## src/rtl/pipe_ctrl_pkg.sv

```systemverilog
// Shared definitions for the pipeline controller: stall encodings, exception
// codes, FSM state encoding and bus widths.
package pipe_ctrl_pkg;

    localparam int EXCEPT_BUS_W = 32;
    localparam int REG_BUS_W    = 32;
    localparam int STALL_W      = 6;

    // Each encoding freezes the PC plus every register up to the requesting stage.
    localparam logic [STALL_W-1:0] STALL_NONE = 6'b000000;
    localparam logic [STALL_W-1:0] STALL_IF   = 6'b000011;
    localparam logic [STALL_W-1:0] STALL_ID   = 6'b000111;
    localparam logic [STALL_W-1:0] STALL_EX   = 6'b001111;
    localparam logic [STALL_W-1:0] STALL_MEM  = 6'b011111;

    localparam logic [EXCEPT_BUS_W-1:0] EXC_INT          = 32'h0000_0001;
    localparam logic [EXCEPT_BUS_W-1:0] EXC_SYSCALL      = 32'h0000_0008;
    localparam logic [EXCEPT_BUS_W-1:0] EXC_INST_INVALID = 32'h0000_000A;
    localparam logic [EXCEPT_BUS_W-1:0] EXC_OV           = 32'h0000_000C;
    localparam logic [EXCEPT_BUS_W-1:0] EXC_TRAP         = 32'h0000_000D;
    localparam logic [EXCEPT_BUS_W-1:0] EXC_ERET         = 32'h0000_000E;

    typedef enum logic [1:0] {
        ST_IDLE      = 2'd0,
        ST_MTC0_WAIT = 2'd1,
        ST_FLUSHED   = 2'd2
    } state_t;

endpackage

```

## src/rtl/pipe_ctrl_vec.sv

```systemverilog
// Exception decode to redirect PC: EPC for ERET, the common handler vector
// for every other nonzero code, zero when no exception is pending.
module pipe_ctrl_vec
    import pipe_ctrl_pkg::*;
#(
    parameter logic [REG_BUS_W-1:0] EXC_VECTOR = 32'h0000_0020
) (
    input  logic [EXCEPT_BUS_W-1:0] excepttype_i,
    input  logic [REG_BUS_W-1:0]    cp0_epc_i,
    output logic [REG_BUS_W-1:0]    new_pc_o
);

    always_comb begin
        new_pc_o = '0;
        if (excepttype_i == EXC_ERET) begin
            new_pc_o = cp0_epc_i;
        end else if (excepttype_i != '0) begin
            new_pc_o = EXC_VECTOR;
        end
    end

endmodule

```

## src/rtl/pipe_ctrl.sv

```systemverilog
// Pipeline controller: stall arbitration, exception flush/redirect and MTC0
// hazard bubbles. Optional perf counters under PIPE_CTRL_PERF_CNT_EN.
//
// state        | meaning
// ST_IDLE      | normal flow, arbitrating stage stall requests
// ST_MTC0_WAIT | inserting CP0 bubbles behind an MTC0 held in ID
// ST_FLUSHED   | cycle after a flush; ID/IF requests and MTC0 are stale
module pipe_ctrl
    import pipe_ctrl_pkg::*;
#(
    parameter int                   MTC0_BUBBLES = 2,
    parameter logic [REG_BUS_W-1:0] EXC_VECTOR   = 32'h0000_0020
) (
    input  logic                    clk,
    input  logic                    rst,
    input  logic                    stallreq_if_i,
    input  logic                    stallreq_id_i,
    input  logic                    stallreq_ex_i,
    input  logic                    stallreq_mem_i,
    input  logic                    mtc0_in_id_i,
    input  logic [EXCEPT_BUS_W-1:0] excepttype_i,
    input  logic [REG_BUS_W-1:0]    cp0_epc_i,
    output logic [STALL_W-1:0]      stall_o,
    output logic                    flush_o,
    output logic [REG_BUS_W-1:0]    new_pc_o,
    output logic [1:0]              mtc0_cnt_o
`ifdef PIPE_CTRL_PERF_CNT_EN
    ,
    output logic [31:0]             stall_cycles_o,
    output logic [15:0]             flush_count_o
`endif
);

    localparam logic [1:0] BUBBLES = 2'(MTC0_BUBBLES);

    state_t               state, state_nxt;
    logic [1:0]           cnt, cnt_nxt;
    logic [STALL_W-1:0]   req_stall, stall;
    logic                 flush, exc;
    logic [REG_BUS_W-1:0] vec_pc;

    assign exc = (excepttype_i != '0);

    always_comb begin
        req_stall = STALL_NONE;
        if (stallreq_mem_i)     req_stall = STALL_MEM;
        else if (stallreq_ex_i) req_stall = STALL_EX;
        else if (stallreq_id_i) req_stall = STALL_ID;
        else if (stallreq_if_i) req_stall = STALL_IF;
    end

    always_comb begin
        state_nxt = state;
        cnt_nxt   = cnt;
        stall     = STALL_NONE;
        flush     = 1'b0;
        if (exc) begin
            flush     = 1'b1;
            state_nxt = ST_FLUSHED;
            cnt_nxt   = 2'd0;
        end else begin
            case (state)
                ST_IDLE: begin
                    if (req_stall != STALL_NONE) begin
                        stall = req_stall;
                    end else if (mtc0_in_id_i) begin
                        stall     = STALL_ID;
                        state_nxt = ST_MTC0_WAIT;
                        cnt_nxt   = 2'd1;
                    end
                end
                ST_MTC0_WAIT: begin
                    // A competing stall holds the count; the bubble resumes afterwards.
                    if (req_stall != STALL_NONE) begin
                        stall = req_stall;
                    end else if (cnt < BUBBLES) begin
                        stall   = STALL_ID;
                        cnt_nxt = cnt + 2'd1;
                    end else begin
                        state_nxt = ST_IDLE;
                        cnt_nxt   = 2'd0;
                    end
                end
                ST_FLUSHED: begin
                    state_nxt = ST_IDLE;
                    if (stallreq_mem_i)     stall = STALL_MEM;
                    else if (stallreq_ex_i) stall = STALL_EX;
                end
                default: begin
                    state_nxt = ST_IDLE;
                    cnt_nxt   = 2'd0;
                end
            endcase
        end
    end

    always_ff @(posedge clk) begin
        if (rst) begin
            state <= ST_IDLE;
            cnt   <= 2'd0;
        end else begin
            state <= state_nxt;
            cnt   <= cnt_nxt;
        end
    end

    pipe_ctrl_vec #(.EXC_VECTOR(EXC_VECTOR)) u_vec (
        .excepttype_i (excepttype_i),
        .cp0_epc_i    (cp0_epc_i),
        .new_pc_o     (vec_pc)
    );

    assign stall_o    = rst ? STALL_NONE : stall;
    assign flush_o    = rst ? 1'b0 : flush;
    assign new_pc_o   = rst ? '0 : vec_pc;
    assign mtc0_cnt_o = (!rst && state == ST_MTC0_WAIT) ? cnt : 2'd0;

`ifdef PIPE_CTRL_PERF_CNT_EN
    always_ff @(posedge clk) begin
        if (rst) begin
            stall_cycles_o <= '0;
            flush_count_o  <= '0;
        end else begin
            if (stall_o != STALL_NONE) stall_cycles_o <= stall_cycles_o + 32'd1;
            if (flush_o)               flush_count_o  <= flush_count_o + 16'd1;
        end
    end
`endif

endmodule

```

## config.mk

```make
export PLATFORM = sky130hd
export DESIGN_NAME = pipe_ctrl
export DESIGN_NICKNAME = d
export VERILOG_FILES = /design/src/rtl/pipe_ctrl_pkg.sv /design/src/rtl/pipe_ctrl_vec.sv /design/src/rtl/pipe_ctrl.sv
export SDC_FILE = /design/constraint.sdc
export NUM_CORES = 1
export LEC_CHECK = 0
export ABC_AREA = 0
export BUFFER_PORTS_ARGS = -buffer_cell sky130_fd_sc_hd__buf_2
export CAP_MARGIN = 40
export CORE_MARGIN = 2
export CORE_UTILIZATION = 23
export CTS_BUF_LIST = sky130_fd_sc_hd__clkbuf_4
export CTS_CLUSTER_DIAMETER = 200
export DETAILED_ROUTE_END_ITERATION = 8
export HOLD_SLACK_MARGIN = 0.03
export PLACE_DENSITY = 0.6
export SLEW_MARGIN = 25
export SYNTH_ARGS = -nofsm -noshare
export SYNTH_HDL_FRONTEND = slang
export SYNTH_SLANG_ARGS = --single-unit
```

## constraint.sdc

```tcl
create_clock -name clk -period 2.8 [get_ports clk]
set_input_delay 0.14 -clock clk [delete_from_list [all_inputs] [get_ports clk]]
set_output_delay 0.14 -clock clk [all_outputs]
set_load 0.005 [all_outputs]
```

==> results.py, run 1 <==
metrics = {
    "clock_network": {
        "numCtsBuffers": 3,
        "cts.clk_slew.worst_paths_ps": 30,
        "cts_resized": 0,
        "clk_path_buf_depth": 2,
        "cts_tree": "yes",
        "htreeDepth": 1,
        "cts_setup_buffers": 0,
        "clock-sinks": 4,
        "root_buffer": "clkbuf_4",
        "clk_latency_ps": 230,
        "cts_hold_buf": 0,
    },
    "global_routing": {
        "grt_pass1_wl_um": 5078,
        "antenna_found_initial": 0,
        "grt_use_total_pct": 16.10,
        "grt_pass1_vias": 1135,
        "gr-total-overflow": 0,
        "grt_max_degree": 40,
    },
    "worst_setup_path": {
        "critPathRequiredTime_ps": 2660,
        "critical-path-slowest-cell": "nor4_1",
        "rr_startpoint": "state[0]",
        "startpoint": "excepttype_i[24]",
        "start_kind": "input pin",
        "crit_chain": "buf_2 > nor4_1 > nand4_1 > nor2_1 > buf_4 > and4_2 > buf_2",
        "critPathMaxStageDelay_ps": 290,
        "critPathArrivalTime_ps": 1490,
        "critPathTopFamily": "simple AND/OR/NAND/NOR gates",
        "reg2reg_slack_ps": 1590,
        "crit_type": "in -> out",
        "path_buf_inv": 3,
        "cp_max_fo": 39,
        "end_kind": "primary output",
        "cp_common_cell": "buf_2",
    },
    "finish": {
        "area_growth_pct": 71.00,
        "final_common_cell": "buf_2",
        "design_area_mm2": 0.001350,
        "layout.nets": 271,
        "insertedDiodeCount": 0,
        "fin_util_pct": 40.78,
        "nFillCells": 371,
        "drive_gt1_share_pct": 58.59,
        "final_cell_mix": "buf_2, and4b_1, nor2_1, nor4_1",
    },
    "sta": {
        "maxSlewHeadroom_pct": 49.05,
        "final_hold_viol_count": 0,
        "tightest_slew_ps": 764.2,
        "clock.fmax_ghz": 0.6148,
        "setup_tns_ps": 0,
        "period_share_pct": 58.09,
        "layout_min_cycle_time_ps": 1626,
        "setup_viol": 0,
        "slew_viol_final": 0,
        "fin_skew_ps": 5.404,
        "grt_setup_unrepaired": "false",
    },
    "placement": {
        "place_area_mm2": 0.001328,
        "gp_congestion": 0.7734,
        "io_buffers": 110,
        "hpwl_um": 2572,
    },
    "detailed_routing": {
        "ant_nets": 0,
        "drc": 0,
        "drt_iter0_markers": 76,
        "vias": 1186,
        "first_pass_iters": 4,
        "drt-total-wl_um": 3213,
        "viasPerCell": 4.861,
        "wl_per_cell_um": 13.17,
    },
    "die": {
        "boundaryPins": 112,
        "initial_core_util_pct": 23.85,
        "fp.dieH_um": 62.59,
        "core.rowCount": 21,
        "core_mm2": 0.003311,
        "die_area_mm2": 0.003918,
        "die_w_um": 62.59,
    },
    "synthesis": {
        "synth_nets": 170,
        "yosys_warnings": 0,
        "synthesis.area_um2": 789.5,
        "yosysSeqAreaShare_pct": 10.14,
        "synth_cells": 99,
        "synth-seq-cells": 4,
        "syn_area_per_cell_um2": 7.975,
        "synth_cell_types": 28,
    },
    "hold_path": {
        "hold_path.class": "in -> reg",
        "min_from": "excepttype_i[11]",
    },
    "power_and_ir_drop": {
        "ir_drop_mv": 0.04985,
        "leakage_nw": 0.8349,
        "power.density_mw_per_mm2": 154.0,
    },
    "flow_run": {
        "max_cap_viol_count": 0,
    },
    "outcome": {
        "status": "completed",
    },
}
-- cells in the mapped netlist --
cell	instances	area (um2)
dfxtp_1	4	80.08
o22ai_1	2	12.51
a22o_1	1	8.760
and4_2	1	10.01
a21oi_1	3	15.01
nor4bb_1	3	30.03
nand3_1	3	15.01
buf_2	2	10.01
and3_1	4	25.02
nor3_1	3	15.01
nand4_1	2	12.51
nor4_4	1	21.27
nor4_1	6	37.54
clkbuf_1	9	33.78
nand2_1	2	7.510
conb_1	1	3.750
nand3b_1	1	7.510
nor3b_1	1	7.510
or3_1	1	6.260
mux2i_1	1	10.01
and4b_1	33	330.3
and3b_1	1	8.760
o21ai_0	2	10.01
nor2b_1	1	6.260
buf_6	1	11.26
buf_4	3	22.52
nor2_1	6	22.52
a311oi_1	1	8.760
-- where the power goes --
group	total (W)	internal [W]	switching [W]
sequential	0.0000600	0.0000581	0.00000191
clock	0.0000706	0.0000479	0.0000227
combinational	0.0000773	0.0000456	0.0000317
total	0.000208	0.000152	0.0000563
-- kinds of logic (layout without fill, tap and decap cells) --
logic type | after synthesis | count (layout) | synth area share (%)
other | 1 | 1 | 0.4750
multiplexers | 1 | 1 | 1.268
AO/OA/AOI/OAI | 9 | 9 | 6.973
buffers and inverters | 15 | 114 | 9.825
flip-flops | 4 | 4 | 10.14
AND/OR/NAND/NOR | 69 | 69 | 71.32
-- worst register-to-register path, stage by stage, from the launching register on --
cell     delay (ps)
dfxtp_1         500
nor3b_1         220
mux2i_1          90
o22ai_1         160
and3_1          170
-- path summary, 6_finish.rpt --
path	cells after the start	end
max reg2reg	4	cnt[0]
max	7	stall_o[4]
min	5	state[1]
min reg2reg	2	state[0]
-- stage by stage --
step | total power [W] | hold WS (ps) | cells | setup slack, ps
6_report | 0.0002079 | 294.6 | 244 | 1174
3_3_place_gp | 0.0001376 | 506.8 | 241 | 1198
5_1_grt | 0.0002269 | 340.9 | 244 | 932.9
2_1_floorplan | 0.00008594 | 390.5 | 99 | 1507
4_1_cts | 0.0002111 | 292.2 | 244 | 1174
3_5_place_dp | 0.0001380 | 533.1 | 241 | 1178
-- state kept, by name, indices dropped and copies added (netlist names) --
name   cells
state      2
cnt        2
-- layout make-up --
class | instances | area, um2 | area share [%]
timing repair buffer | 111 | 558.0 | 41.33
tap | 46 | 57.56 | 4.263
sequential | 4 | 80.08 | 5.931
multi-input combinational | 80 | 631.9 | 46.80
clock buffer | 3 | 22.52 | 1.668
-- routing by layer --
layer,global-route usage [%],part of all wire (%)
met2,28.63,49
met5,0,0
met4,9.167,2.9
met1,18.03,40
met3,2.703,7.2
Note: power is estimated with default switching activity, not from simulation.
==> run 2: changes to the inputs <==
- ABC_AREA: 0 -> 1
- clock period: 2.8 -> 1.7 ns (I/O delays scaled with it)
==> run 2 against run 1 <==
Net effect:
- cell count grew 28%
- die area grew 0.59%
- critical endpoint is now stall_o[2]
- sequential power grew 62%
- register-to-register slack lost 960 ps
- clock power grew 70%
- power grew 69%
- synthesized cell count grew 60%
- combinational power grew 72%
- sequential share of layout area shrank 0.11 points
==> results.py, run 2 <==
metrics = {
    "outcome": {
        "status": "completed",
    },
    "synthesis": {
        "ys.flop_type": "dfxtp_1",
        "synth_most_common_cell": "nor2_1",
        "synth.area.top_cells": "nor2_1, inv_1, dfxtp_1",
        "synth_top_family_by_area": "simple AND/OR/NAND/NOR gates",
        "synthSimpleGateAreaFrac_pct": 57.32,
        "synthMuxAreaShare_pct": 0,
        "ys_async_sr_fraction_pct": 0,
        "synth_fa_ha_area_share_pct": 0,
        "synth_top_cell_by_area": "nor2_1",
        "synth_edf_count": 0,
        "synth-compound-area-share_pct": 6.142,
        "synthesis.area_um2": 794.5,
        "synth_cells": 158,
        "synth_nets": 229,
        "syn_area_per_cell_um2": 5.029,
        "yosys_warnings": 0,
        "synth-xor-area-share_pct": 0,
        "synth_cell_types": 20,
        "synth_top_area_share_pct": 23.62,
        "synth_common_cells": "nor2_1, inv_1, nand2_1, nor2_2, nor3_1",
        "synth-seq-cells": 4,
        "yosysSeqAreaShare_pct": 10.08,
    },
    "global_routing": {
        "grt_pass1_wl_um": 3877,
        "antenna_found_initial": 0,
        "grt_max_degree": 32,
        "gr-total-overflow": 0,
        "grt_use_total_pct": 11.53,
        "grt_pass1_vias": 1005,
    },
    "detailed_routing": {
        "ant_nets": 0,
        "wl_met1_um": 949,
        "vias": 1224,
        "wl_met3_um": 335,
        "wl_met2_um": 1149,
        "drt-total-wl_um": 2435,
        "drt_iter0_markers": 12,
        "viasPerCell": 3.923,
        "drc": 0,
        "first_pass_iters": 4,
        "wl_per_cell_um": 7.804,
        "highest_layer": "met3",
    },
    "power_and_ir_drop": {
        "leakage_nw": 0.9429,
        "ir_drop_mv": 0.2629,
        "report.power.total_w": 0.0003508,
        "power.density_mw_per_mm2": 254.9,
    },
    "worst_setup_path": {
        "critical-path-slowest-cell": "dfxtp_1",
        "endpoint": "stall_o[2]",
        "start_kind": "register",
        "worst-path-stages": 7,
        "rr_worst_depth": 4,
        "crit_type": "reg -> out",
        "crit_chain": "inv_1 > nor2_1 > nand2_1 > nand3_1 > nor2_1 > nor3_2 > buf_2",
        "path_buf_inv": 2,
        "critPathTopFamily": "simple AND/OR/NAND/NOR gates",
        "critPathMaxStageDelay_ps": 360,
        "cp_common_cell": "nor2_1",
        "critPathRequiredTime_ps": 1620,
        "critPathArrivalTime_ps": 1430,
        "rr_startpoint": "state[1]",
        "end_kind": "primary output",
        "timing.rr.end": "cnt[1]",
        "startpoint": "state[0]",
        "reg2reg_slack_ps": 630,
        "cp_max_fo": 4,
    },
    "die": {
        "core_mm2": 0.003337,
        "fp.dieH_um": 62.78,
        "core.rowCount": 21,
        "die_w_um": 62.78,
        "die_area_mm2": 0.003941,
        "initial_core_util_pct": 23.81,
        "boundaryPins": 112,
    },
    "sta": {
        "layout_min_cycle_time_ps": 1515,
        "period_share_pct": 89.13,
        "fin_skew_ps": 9.927,
        "setup_viol": 0,
        "layout_setup_ws_ps": 184.8,
        "slew_viol_final": 0,
        "setup_tns_ps": 0,
        "grt_setup_unrepaired": "false",
        "clock.fmax_ghz": 0.6600,
        "final_hold_viol_count": 0,
    },
    "finish": {
        "drive_gt1_share_pct": 48.87,
        "final_cell_count_no_fill": 312,
        "nFillCells": 387,
        "area_growth_pct": 73.23,
        "fin_util_pct": 41.24,
        "layout.nets": 339,
        "final_common_cell": "buf_2",
        "largestRegisters": "cnt (2), state (2)",
        "final_cell_mix": "buf_2, nor2_1, inv_1",
        "insertedDiodeCount": 0,
    },
    "hold_path": {
        "hold_path.class": "in -> reg",
    },
    "clock_network": {
        "cts.clk_slew.worst_paths_ps": 40,
        "cts_tree": "yes",
        "cts_setup_buffers": 0,
        "htreeDepth": 1,
        "clk_latency_ps": 240,
        "root_buffer": "clkbuf_4",
        "clk_path_buf_depth": 2,
        "numCtsBuffers": 3,
        "cts_resized": 0,
        "clock-sinks": 4,
        "cts_hold_buf": 0,
    },
    "flow_run": {
        "max_cap_viol_count": 0,
    },
    "placement": {
        "io_buffers": 110,
        "gp_congestion": 0.7744,
        "place_inst": 309,
        "pre_cts_slack_ps": 215.9,
        "hpwl_um": 2158,
    },
}
## run 2: how the worst min path moves through the flow
stage               startpoint  endpoint  slack, ps  cells after the start
floorplan                  rst  state[1]        160                      1
global placement           rst  state[1]        300                      2
detailed placement         rst  state[1]        300                      2
CTS                        rst  state[1]         40                      2
global route               rst  state[1]         50                      2
finish                     rst  state[1]         50                      2
## run 2: final cells by class
| class | instances | area [um2] | area share [%] |
|---|---|---|---|
| timing repair buffer | 110 | 550.5 | 40.00 |
| multi-input combinational | 107 | 508.0 | 36.91 |
| inverter | 42 | 157.7 | 11.45 |
| sequential | 4 | 80.08 | 5.818 |
| tap | 46 | 57.56 | 4.182 |
| clock buffer | 3 | 22.52 | 1.636 |
## run 2: metrics by stage
step | instance area [um2] | hold WS, ps
after floorplan | 794.5 | 157.4
after global placement | 1354 | 299.3
after detailed placement | 1354 | 301.5
after CTS | 1376 | 41.82
after global routing | 1376 | 52.82
final | 1376 | 52.09
## run 2: power by group
part	total (W)	leakage, nW	internal, W	switching, W
Sequential	0.0000970	0.0326	0.0000956	0.00000137
Combinational	0.000133	0.897	0.0000754	0.0000580
Clock	0.000120	0.0138	0.0000791	0.0000413
Total	0.000351	0.943	0.000250	0.000101
## run 2: cell families (layout without fill, tap and decap cells)
group	Yosys count	in the layout
simple gates	97	97
buf+inv	47	155
compound gates	9	9
flops	4	4
other cells	1	1
## run 2: metal layers
layer,vias up,GRT usage (%)
li1,670,-
met4,0,5.278
met5,-,0
met1,486,11.48
met3,0,5.225
met2,68,20.43
==> run 3: changes to the inputs <==
- CTS_BUF_LIST: sky130_fd_sc_hd__clkbuf_4 -> sky130_fd_sc_hd__clkbuf_8
==> run 3 against run 2 <==
Net effect:
- clock power is 67% higher
- register-to-register slack hardly changed
- flip-flop and latch count stayed put
- clock-buffer cell count stayed put
- core utilization is 0.56 points higher
- worst setup slack better by 18 ps
- cell count stayed put
- critical path depth stayed put
- final area is 1.4% higher
==> results.py, run 3 (synthesized netlist as in run 2, its figures left out) <==
metrics = {
    "finish": {
        "insertedDiodeCount": 0,
        "final_cell_mix": "buf_2, nor2_1, inv_1",
        "design_area_mm2": 0.001395,
        "largestRegisters": "cnt (2), state (2)",
        "final_common_cell": "buf_2",
        "area_growth_pct": 75.59,
        "layout.nets": 339,
        "drive_gt1_share_pct": 48.87,
    },
    "placement": {
        "place_area_mm2": 0.001354,
        "gp_congestion": 0.7744,
        "io_buffers": 110,
        "pre_cts_slack_ps": 215.9,
        "hpwl_um": 2158,
    },
    "clock_network": {
        "cts_tree": "yes",
        "root_buffer": "clkbuf_8",
        "cts.clk_slew.worst_paths_ps": 30,
        "htreeDepth": 1,
        "clk_latency_ps": 220,
        "clock-sinks": 4,
        "numCtsBuffers": 3,
        "cts_setup_buffers": 0,
        "clk_path_buf_depth": 2,
        "cts_resized": 0,
        "cts_hold_buf": 0,
    },
    "die": {
        "boundaryPins": 112,
        "fp.dieH_um": 62.78,
        "core_mm2": 0.003337,
        "die_w_um": 62.78,
        "core.rowCount": 21,
        "initial_core_util_pct": 23.81,
        "die_area_mm2": 0.003941,
    },
    "global_routing": {
        "grt_pass1_vias": 1021,
        "antenna_found_initial": 0,
        "grtUsageMet3_pct": 4.865,
        "busiest_layer": "met2",
        "grt_util_met2_pct": 20.83,
        "grt_use_total_pct": 11.64,
        "grt_max_degree": 32,
        "grt_pass1_wl_um": 3912,
        "gr-total-overflow": 0,
        "use_met1_pct": 11.37,
    },
    "sta": {
        "grt_setup_unrepaired": "false",
        "worst_hold_slack_ps": 76.13,
        "slew_viol_final": 0,
        "fin_skew_ps": 4.409,
        "clock.fmax_ghz": 0.6681,
        "setup_tns_ps": 0,
        "period_share_pct": 88.04,
        "setup_viol": 0,
        "final_hold_viol_count": 0,
        "layout_setup_ws_ps": 203.3,
        "layout_min_cycle_time_ps": 1497,
    },
    "worst_setup_path": {
        "crit_type": "reg -> out",
        "end_kind": "primary output",
        "path_buf_inv": 2,
        "critPathRequiredTime_ps": 1620,
        "start_kind": "register",
        "critPathMaxStageDelay_ps": 360,
        "cp_common_cell": "nor2_1",
        "critPathTopFamily": "simple AND/OR/NAND/NOR gates",
        "crit_chain": "inv_1 > nor2_1 > nand2_1 > nand3_1 > nor2_1 > nor3_2 > buf_2",
        "critPathArrivalTime_ps": 1410,
        "cp_max_fo": 4,
        "critical-path-slowest-cell": "dfxtp_1",
    },
    "power_and_ir_drop": {
        "power.density_mw_per_mm2": 308.4,
        "pwr-share-comb_pct": 31.0,
        "p_clk_share_pct": 46.4,
        "netSwitchingPower_w": 0.0001080,
        "report.power.total_w": 0.0004302,
        "p_int_w": 0.0003221,
        "ir_drop_mv": 0.4254,
        "switching_share_pct": 25.12,
        "seq_power_share_pct": 22.6,
        "leakage_nw": 0.9507,
    },
    "detailed_routing": {
        "drt_iter0_markers": 11,
        "vias": 1229,
        "wl_per_cell_um": 7.811,
        "ant_nets": 0,
        "drt-total-wl_um": 2437,
        "viasPerCell": 3.939,
        "first_pass_iters": 4,
        "drc": 0,
    },
    "hold_path": {
        "hold_path.class": "in -> reg",
    },
    "outcome": {
        "status": "completed",
    },
    "flow_run": {
        "max_cap_viol_count": 0,
    },
}
==> run 3: cell counts in the layout (fill, tap and decap cells not counted) <==
Identical to the previous run, type by type.
==> run 3: per-stage QoR <==
stage                     util [%]  cells
after floorplan                  -    158
after global placement       40.57    309
after detailed placement     40.57    309
after CTS                    41.81    312
after global routing         41.81    312
final                        41.81    312
==> run 3: routing by layer <==
| layer | share of wire, % | vias to the layer above |
|---|---|---|
| met5 | 0 | - |
| met4 | 0.98 | 0 |
| met3 | 14 | 4 |
| met2 | 47 | 70 |
| met1 | 38 | 485 |
| li1 | - | 670 |
==> run 3: cell type report <==
| class | instances | area [um2] |
|---|---|---|
| clock buffers | 3 | 41.29 |
| flip-flops and latches | 4 | 80.08 |
| repair buffers | 110 | 550.5 |
| multi-input cells | 107 | 508.0 |
| inverters | 42 | 157.7 |
| fillers | 381 | 1942 |
| well taps | 46 | 57.56 |
==> run 3: final timing paths <==
check,startpoint,endpoint,slack [ps],cells past startpoint
min,rst,state[1],80,2
max reg2reg,state[1],cnt[1],630,4
min reg2reg,cnt[1],cnt[1],530,2
max,state[0],stall_o[2],200,7
==> run 3: power by group through the flow <==
| stage | sequential [W] | combinational, W | clock (W) |
|---|---|---|---|
| after global placement | 0.0000984 | 0.000132 | 0 |
| after floorplan | 0.0000982 | 0.0000486 | 0 |
| after global routing | 0.0000973 | 0.000153 | 0.000211 |
| after detailed placement | 0.0000985 | 0.000134 | 0 |
| after CTS | 0.0000972 | 0.000135 | 0.000207 |
| final | 0.0000972 | 0.000133 | 0.000200 |
